==> src/rtl/axi4_lite_reg_file.sv <==
// AXI4-Lite slave register file: REGS little-endian registers of 8*N bits with
// byte strobes, SLVERR decode and per-register write/read strobes.
module axi4_lite_reg_file #(
  parameter int unsigned A        = 12,
  parameter int unsigned N        = 4,
  parameter int unsigned REGS     = 16,
  parameter int unsigned USE_STRB = 1
) (
  input  logic                  aclk,
  input  logic                  areset,
  input  logic [A-1:0]          awaddr,
  input  logic                  awvalid,
  output logic                  awready,
  input  logic [8*N-1:0]        wdata,
  input  logic [N-1:0]          wstrb,
  input  logic                  wvalid,
  output logic                  wready,
  output logic [1:0]            bresp,
  output logic                  bvalid,
  input  logic                  bready,
  input  logic [A-1:0]          araddr,
  input  logic                  arvalid,
  output logic                  arready,
  output logic [8*N-1:0]        rdata,
  output logic [1:0]            rresp,
  output logic                  rvalid,
  input  logic                  rready,
  output logic [REGS*8*N-1:0]   reg_q,
  output logic [REGS-1:0]       wr_pulse,
  output logic [REGS-1:0]       rd_pulse
);
  localparam int unsigned DW  = 8 * N;
  localparam int unsigned LSB = $clog2(N);
  localparam int unsigned IW  = $clog2(REGS);

  // Any address bit above the word-index field selects a non-existent register.
  function automatic logic out_of_range(input logic [A-1:0] addr);
    return |(addr >> (LSB + IW));
  endfunction

  logic [DW-1:0]   regs_q [REGS];
  logic            aw_held_q, w_held_q, aw_oor_q;
  logic [IW-1:0]   aw_idx_q;
  logic [DW-1:0]   wdata_q;
  logic [N-1:0]    wstrb_q;
  logic            bvalid_q, rvalid_q;
  logic [1:0]      bresp_q, rresp_q;
  logic [DW-1:0]   rdata_q, rdata_d, wr_word_d;
  logic [REGS-1:0] wr_pulse_q, wr_pulse_d, rd_pulse_q, rd_pulse_d;

  logic          aw_hs, w_hs, ar_hs, commit, ar_oor;
  logic [IW-1:0] ar_idx;

  assign awready = !areset && !aw_held_q && !bvalid_q;
  assign wready  = !areset && !w_held_q && !bvalid_q;
  assign arready = !areset && !rvalid_q;

  assign aw_hs  = awvalid && awready;
  assign w_hs   = wvalid && wready;
  assign ar_hs  = arvalid && arready;
  assign commit = aw_held_q && w_held_q;
  assign ar_idx = araddr[LSB +: IW];
  assign ar_oor = out_of_range(araddr);

  assign bvalid   = bvalid_q;
  assign bresp    = bresp_q;
  assign rvalid   = rvalid_q;
  assign rresp    = rresp_q;
  assign rdata    = rdata_q;
  assign wr_pulse = wr_pulse_q;
  assign rd_pulse = rd_pulse_q;

  always_comb begin
    for (int unsigned i = 0; i < REGS; i++) reg_q[i*DW +: DW] = regs_q[i];
  end

  always_comb begin
    wr_word_d = regs_q[aw_idx_q];
    for (int unsigned k = 0; k < N; k++) begin
      if (USE_STRB == 0 || wstrb_q[k]) wr_word_d[k*8 +: 8] = wdata_q[k*8 +: 8];
    end
    wr_pulse_d = '0;
    if (commit && !aw_oor_q) wr_pulse_d[aw_idx_q] = 1'b1;
    rd_pulse_d = '0;
    if (ar_hs && !ar_oor) rd_pulse_d[ar_idx] = 1'b1;
    rdata_d = ar_oor ? '0 : regs_q[ar_idx];
  end

  always_ff @(posedge aclk) begin
    if (areset) begin
      for (int unsigned i = 0; i < REGS; i++) regs_q[i] <= '0;
      aw_held_q  <= 1'b0;
      w_held_q   <= 1'b0;
      aw_oor_q   <= 1'b0;
      aw_idx_q   <= '0;
      wdata_q    <= '0;
      wstrb_q    <= '0;
      bvalid_q   <= 1'b0;
      bresp_q    <= 2'b00;
      rvalid_q   <= 1'b0;
      rresp_q    <= 2'b00;
      rdata_q    <= '0;
      wr_pulse_q <= '0;
      rd_pulse_q <= '0;
    end else begin
      // Ready gating keeps a capture and a commit from ever hitting the same edge.
      if (aw_hs) begin
        aw_held_q <= 1'b1;
        aw_idx_q  <= awaddr[LSB +: IW];
        aw_oor_q  <= out_of_range(awaddr);
      end
      if (w_hs) begin
        w_held_q <= 1'b1;
        wdata_q  <= wdata;
        wstrb_q  <= wstrb;
      end
      if (commit) begin
        aw_held_q <= 1'b0;
        w_held_q  <= 1'b0;
        bvalid_q  <= 1'b1;
        bresp_q   <= aw_oor_q ? 2'b10 : 2'b00;
        if (!aw_oor_q) regs_q[aw_idx_q] <= wr_word_d;
      end else if (bvalid_q && bready) begin
        bvalid_q <= 1'b0;
      end
      if (ar_hs) begin
        rvalid_q <= 1'b1;
        rdata_q  <= rdata_d;
        rresp_q  <= ar_oor ? 2'b10 : 2'b00;
      end else if (rvalid_q && rready) begin
        rvalid_q <= 1'b0;
      end
      wr_pulse_q <= wr_pulse_d;
      rd_pulse_q <= rd_pulse_d;
    end
  end
endmodule
==> config.mk <==
export PLATFORM = sky130hd
export DESIGN_NAME = axi4_lite_reg_file
export DESIGN_NICKNAME = d
export VERILOG_FILES = /design/src/rtl/axi4_lite_reg_file.sv
export SDC_FILE = /design/constraint.sdc
export NUM_CORES = 1
export LEC_CHECK = 0
export BUFFER_PORTS_ARGS = -buffer_cell sky130_fd_sc_hd__buf_4
export CAP_MARGIN = 25
export CORE_AREA = 2 2 253 255
export CTS_BUF_LIST = sky130_fd_sc_hd__clkbuf_2 sky130_fd_sc_hd__clkbuf_4 sky130_fd_sc_hd__clkbuf_8
export DETAILED_ROUTE_END_ITERATION = 8
export DIE_AREA = 0 0 255 257
export PLACE_DENSITY = 0.7
export SYNTH_ARGS = -nofsm -noshare
export SYNTH_HDL_FRONTEND = slang
export SYNTH_SLANG_ARGS = --single-unit
==> constraint.sdc <==
create_clock -name aclk -period 1.84 [get_ports aclk]
set_input_delay 0.184 -clock aclk [delete_from_list [all_inputs] [get_ports aclk]]
set_output_delay 0.184 -clock aclk [all_outputs]
set_load 0.005 [all_outputs]
Word level (Yosys, flattened, before mapping):

Memories as Yosys holds them, arrays and structs flattened.
Index checks and enable logic that the tools add are counted.

* register bits after elaboration: 113
* output and inout port bits: 585
* input port bits: 67
* RAM bits: 512
* memories kept: 1
* word-level logic and storage cells: 82

Memory list
* regs_q: depth 16, width 32, read ports 17, clocked after memory_dff 0, write ports 16, RTL line 41 `logic [DW-1:0] regs_q [REGS];`

* mux-type cells: 24
* equal/unequal tests: 4
* bitwise gates (word level): 2
* order comparisons: 4
* reductions and logical operators: 34

Operator list (number)
* 32-bit 2-to-1 mux: 2
* 8-bit 2-to-1 mux: 4
* 32-bit OR reduction: 1
* 1-bit logical AND: 15
* 1-bit 2-to-1 mux: 12
* 6-bit OR reduction: 2
* 4-bit by 5-bit < comparator with 1-bit output (second input constant): 2
* 1-bit demux with 4-bit select: 2
* 4-bit by 1-bit >= comparator with 1-bit output (second input constant): 2
* 4-bit 2-to-1 mux: 2
* 2-bit AND reduction: 4
* 1-bit zero test: 7
* 2-bit OR reduction: 3
* 2-bit 2-to-1 mux: 2
* 1-bit inequality test (second input constant): 4
* 2-bit nonzero test: 2
* 1-bit inverter: 2

Logic depth before layout (Yosys ltp):

* depth in word-level cells: 7
* gate-level depth with buffers: 6
* depth with buffers taken out: 3

Worst setup path before layout:

Ideal clock, no wire load.

* kind: register -> register
* from: register aw_oor_q
* to: memory regs_q[3][16] (netlist name) (enable)
* stages on the path, launching flop included: 6
* library setup time: 309 ps
* path buffers: 2
* period minus slack after synthesis: 1804 ps
* arrival time: 1495 ps
* required time: 1531 ps
* path slack: 36 ps
* cell sequence: dfxtp_1 > or2_2 > buf_2 > buf_2 > nor3_2 > or2_2

RTL lines
* from (decl): RTL line 42 `logic aw_held_q, w_held_q, aw_oor_q;`
* from (signal assigned): RTL line 110 `aw_oor_q <= out_of_range(awaddr);`
* to (decl): RTL line 41

Worst setup path in the final report:

* from: input port areset
* to: output port wready

* longest elaborated chain between the ends: 3

Ends and longest elaborated chain
* from (decl): RTL line 10 `input logic areset,`
* 1-bit zero test: RTL line 55 `assign wready = !areset && !w_held_q && !bvalid_q;`
* 1-bit logical AND (2 in a row): RTL line 55
* to (decl): RTL line 17 `output logic wready,`

No other way between the ends.

==> flow_summary.yaml <==
power_and_ir_drop:
  total_power_mw: 31.45
  irDropWorstVdd_uv: 518.0
  power.leakage_nw: 15.21
  p_per_area_mw_per_mm2: 846.1
timing:
  fmax_mhz: 545.8
  hold_slack_ps: 78.95
  hold_violations: 0
  fin_tns_setup_ps: 0
  clock_skew_ps: 31.09
  worst_slack_ps: 7.884
  final-setup-viol-count: 0
  drv_slew: 0
  period_share_pct: 99.57
  fin_crit_ps: 1832
  slew-limit-headroom_pct: 45.09
  worst-slew-pin-transition_ps: 822.6
flow_run:
  cap_violations: 0
worst_hold_path:
  hold_path.class: "primary input to register"
  min_from: "awaddr[6]"
  holdPathStages: 3
  min_to: "aw_oor_q$_SDFFE_PP0P_"
final_layout:
  finalNonFillerCells: 3627
  final_nets: 2761
  drive_gt1_share_pct: 45.32
  design_area_mm2: 0.03717
  utilization_pct: 59.24
  syn2layout_area_growth_pct: 34.53
setup_path:
  crit_top_cell: "buf_4"
  r2r_cells: 5
  regToRegEndpoint: "regs_q[3][4]$_SDFFCE_PN0P_"
  endpoint_kind: "output pin"
  required_ps: 1660
  cp_cell_sequence: "dlygate4sd3_1, buf_4, buf_6, buf_4, nor3_1, buf_4"
  critPathBufInv: 5
  cp_num_cells: 6
  cpMaxStageDelayCell: "dlygate4sd3_1"
  cpPeakStageDelay_ps: 580
  reg2reg_from: "aw_held_q$_SDFFE_PP0P_"
  cp_max_fo: 16
  cp_top_family: "buffers and inverters"
  cp.arrival_ps: 1650
  rrSetupSlack_ps: 80
  start_kind: "primary input"
  critical_path_class: "primary input to output pin"
clock_network:
  clkTransAtPathRegs_ps: 60
  clkSinkCount: 623
  root_buffer: "clkbuf_8"
  cts_tree: "yes"
  cts_buffers: 100
  cts_max_path_buffers: 3
  cts_htree_levels: 3
  insertion_delay_ps: 690
placement:
  place_hpwl_mm: 73.18
  post_dp_cell_area_mm2: 0.03447
  numPortBuffers: 645
  place_ws_ps: -41.13
  place_congestion: 0.9493
  dp_cells: 3387
global_routing:
  grt_pass1_vias: 20079
  grtUsageTotal_pct: 29.04
  grt_first_pass_wirelength_mm: 137.5
  grt_overflow: 0
  grt_max_degree: 57
  antenna_found_initial: 1
yosys:
  synth-edff-count: 512
  ys_warn_count: 0
  avgSynthCellArea_um2: 14.85
  synth_cells: 1860
  synth.area.top_cells: "edfxtp_1, and2_1, mux4_2"
  synth_top_area_share_pct: 55.65
  synthArstFlopShare_pct: 0
  ys_types: 36
  yosys.area.top_type: "edfxtp_1"
  mappedNetlistArea_mm2: 0.02763
  ys_seq_area_share_pct: 63.69
  ys.flop_type: "edfxtp_1"
  synth_commonest_cells: "and2_1, edfxtp_1, mux4_2, dfxtp_1, nand2_1"
  synth-seq-cells: 623
routing:
  via_per_inst: 5.479
  wire_per_inst_um: 26.71
  drt_drc_violations_left: 0
  first_iter_violations: 1623
  vias: 19873
  drtPass1Iterations: 6
  wirelength_mm: 96.89
  ant_nets: 0
die:
  io_pins: 652
  rows: 92
  coreArea_mm2: 0.06274
  die_y_um: 257
  die_w_um: 255
  initial_core_util_pct: 44.04
  dieArea_mm2: 0.06554
run_status:
  status: "complete, no violations"
## placed cells by master (no fill, tap or decap), types with 5 or more instances in the layout
cell type / count
clkinv_2: 15
nor2_1: 20
bufinv_16: 5
clkinvlp_4: 5
mux4_2: 128
clkbuf_8: 111
nand3b_1: 40
clkbuf_4: 34
nand2_1: 77
mux2i_1: 68
a21oi_1: 42
clkinv_1: 18
buf_6: 8
nor3_2: 53
and2_1: 512
nor4_1: 6
dlygate4sd3_1: 48
nand2b_1: 7
o221ai_1: 32
nor3_4: 11
edfxtp_1: 512
dfxtp_1: 107
or2_2: 57
or2_4: 12
buf_12: 20
nor3_1: 18
buf_4: 783
## power breakdown
part / total (mW) / internal, mW / switching, mW
Sequential: 16.2 / 15.7 / 0.543
Clock: 12.5 / 6.90 / 5.58
Combinational: 2.76 / 1.40 / 1.36
Total: 31.4 / 24.0 / 7.48
## timing repair
item / 4_1_cts / 5_1_grt
resized for setup: 12 / 19
buffers inserted: 3 / 0
endpoints found under the hold margin: 50 / 0
cloned: 0 / 0
pin swaps: 0 / 3
endpoints found under the setup margin: 102 / 141
hold buffers: 48 / 0
## cell type report
| cell class | count | area, um^2 |
|---|---|---|
| fillers | 4876 | 25570 |
| flip-flops and latches | 623 | 17600 |
| multi-input cells | 1107 | 9523 |
| repair buffers | 860 | 6863 |
| clock buffers | 144 | 1769 |
| well taps | 846 | 1059 |
| clock inverters | 44 | 339.1 |
| inverters | 2 | 7.507 |
| diodes | 1 | 2.502 |
## flip-flops by register name, indices dropped and copies added (netlist names), 4 cells and up
name      flops
wr_pulse     16
wdata_q      32
aw_idx_q      4
regs_q      512
rd_pulse     16
wstrb_q       4
rdata        32
## logic make-up (layout without fill, tap and decap cells)
| kind of cell | after synthesis | in the layout | share of synthesized area (%) |
|---|---|---|---|
| compound gates | 76 | 76 | 1.834 |
| buf+inv | 131 | 1050 | 2.174 |
| flops | 623 | 623 | 63.69 |
| mux | 196 | 196 | 12.90 |
| other cells | 1 | 3 | 0.01357 |
| simple gates | 833 | 833 | 19.39 |
## tightest hold or removal path, stage by stage
cell      delay (ps)
buf_4             70
nor2_1           100
a311oi_1         320
## metal layers
layer | track usage (%) | share of wire [%] | vias to the layer above
li1 | - | - | 8517
met1 | 34.63 | 36 | 9926
met2 | 49.59 | 50 | 1189
met3 | 6.282 | 9.3 | 239
met4 | 14.33 | 5.1 | 2
met5 | 0 | 0.015 | -
## worst max path at each step
stage	from	slack (ps)	to
2_1_floorplan	aw_oor_q$_SDFFE_PP0P_	40	regs_q[3][16]$_SDFFCE_PN0P_
3_3_place_gp	araddr[3]	-30	rdata[22]$_SDFFE_PP0P_
3_5_place_dp	araddr[3]	-40	rdata[22]$_SDFFE_PP0P_
4_1_cts	bvalid$_SDFFE_PP0P_	-40	awready
5_1_grt	aw_held_q$_SDFFE_PP0P_	-2	regs_q[3][6]$_SDFFCE_PN0P_
6_report	areset	8	wready
Note: power is estimated with default switching activity, not from simulation.
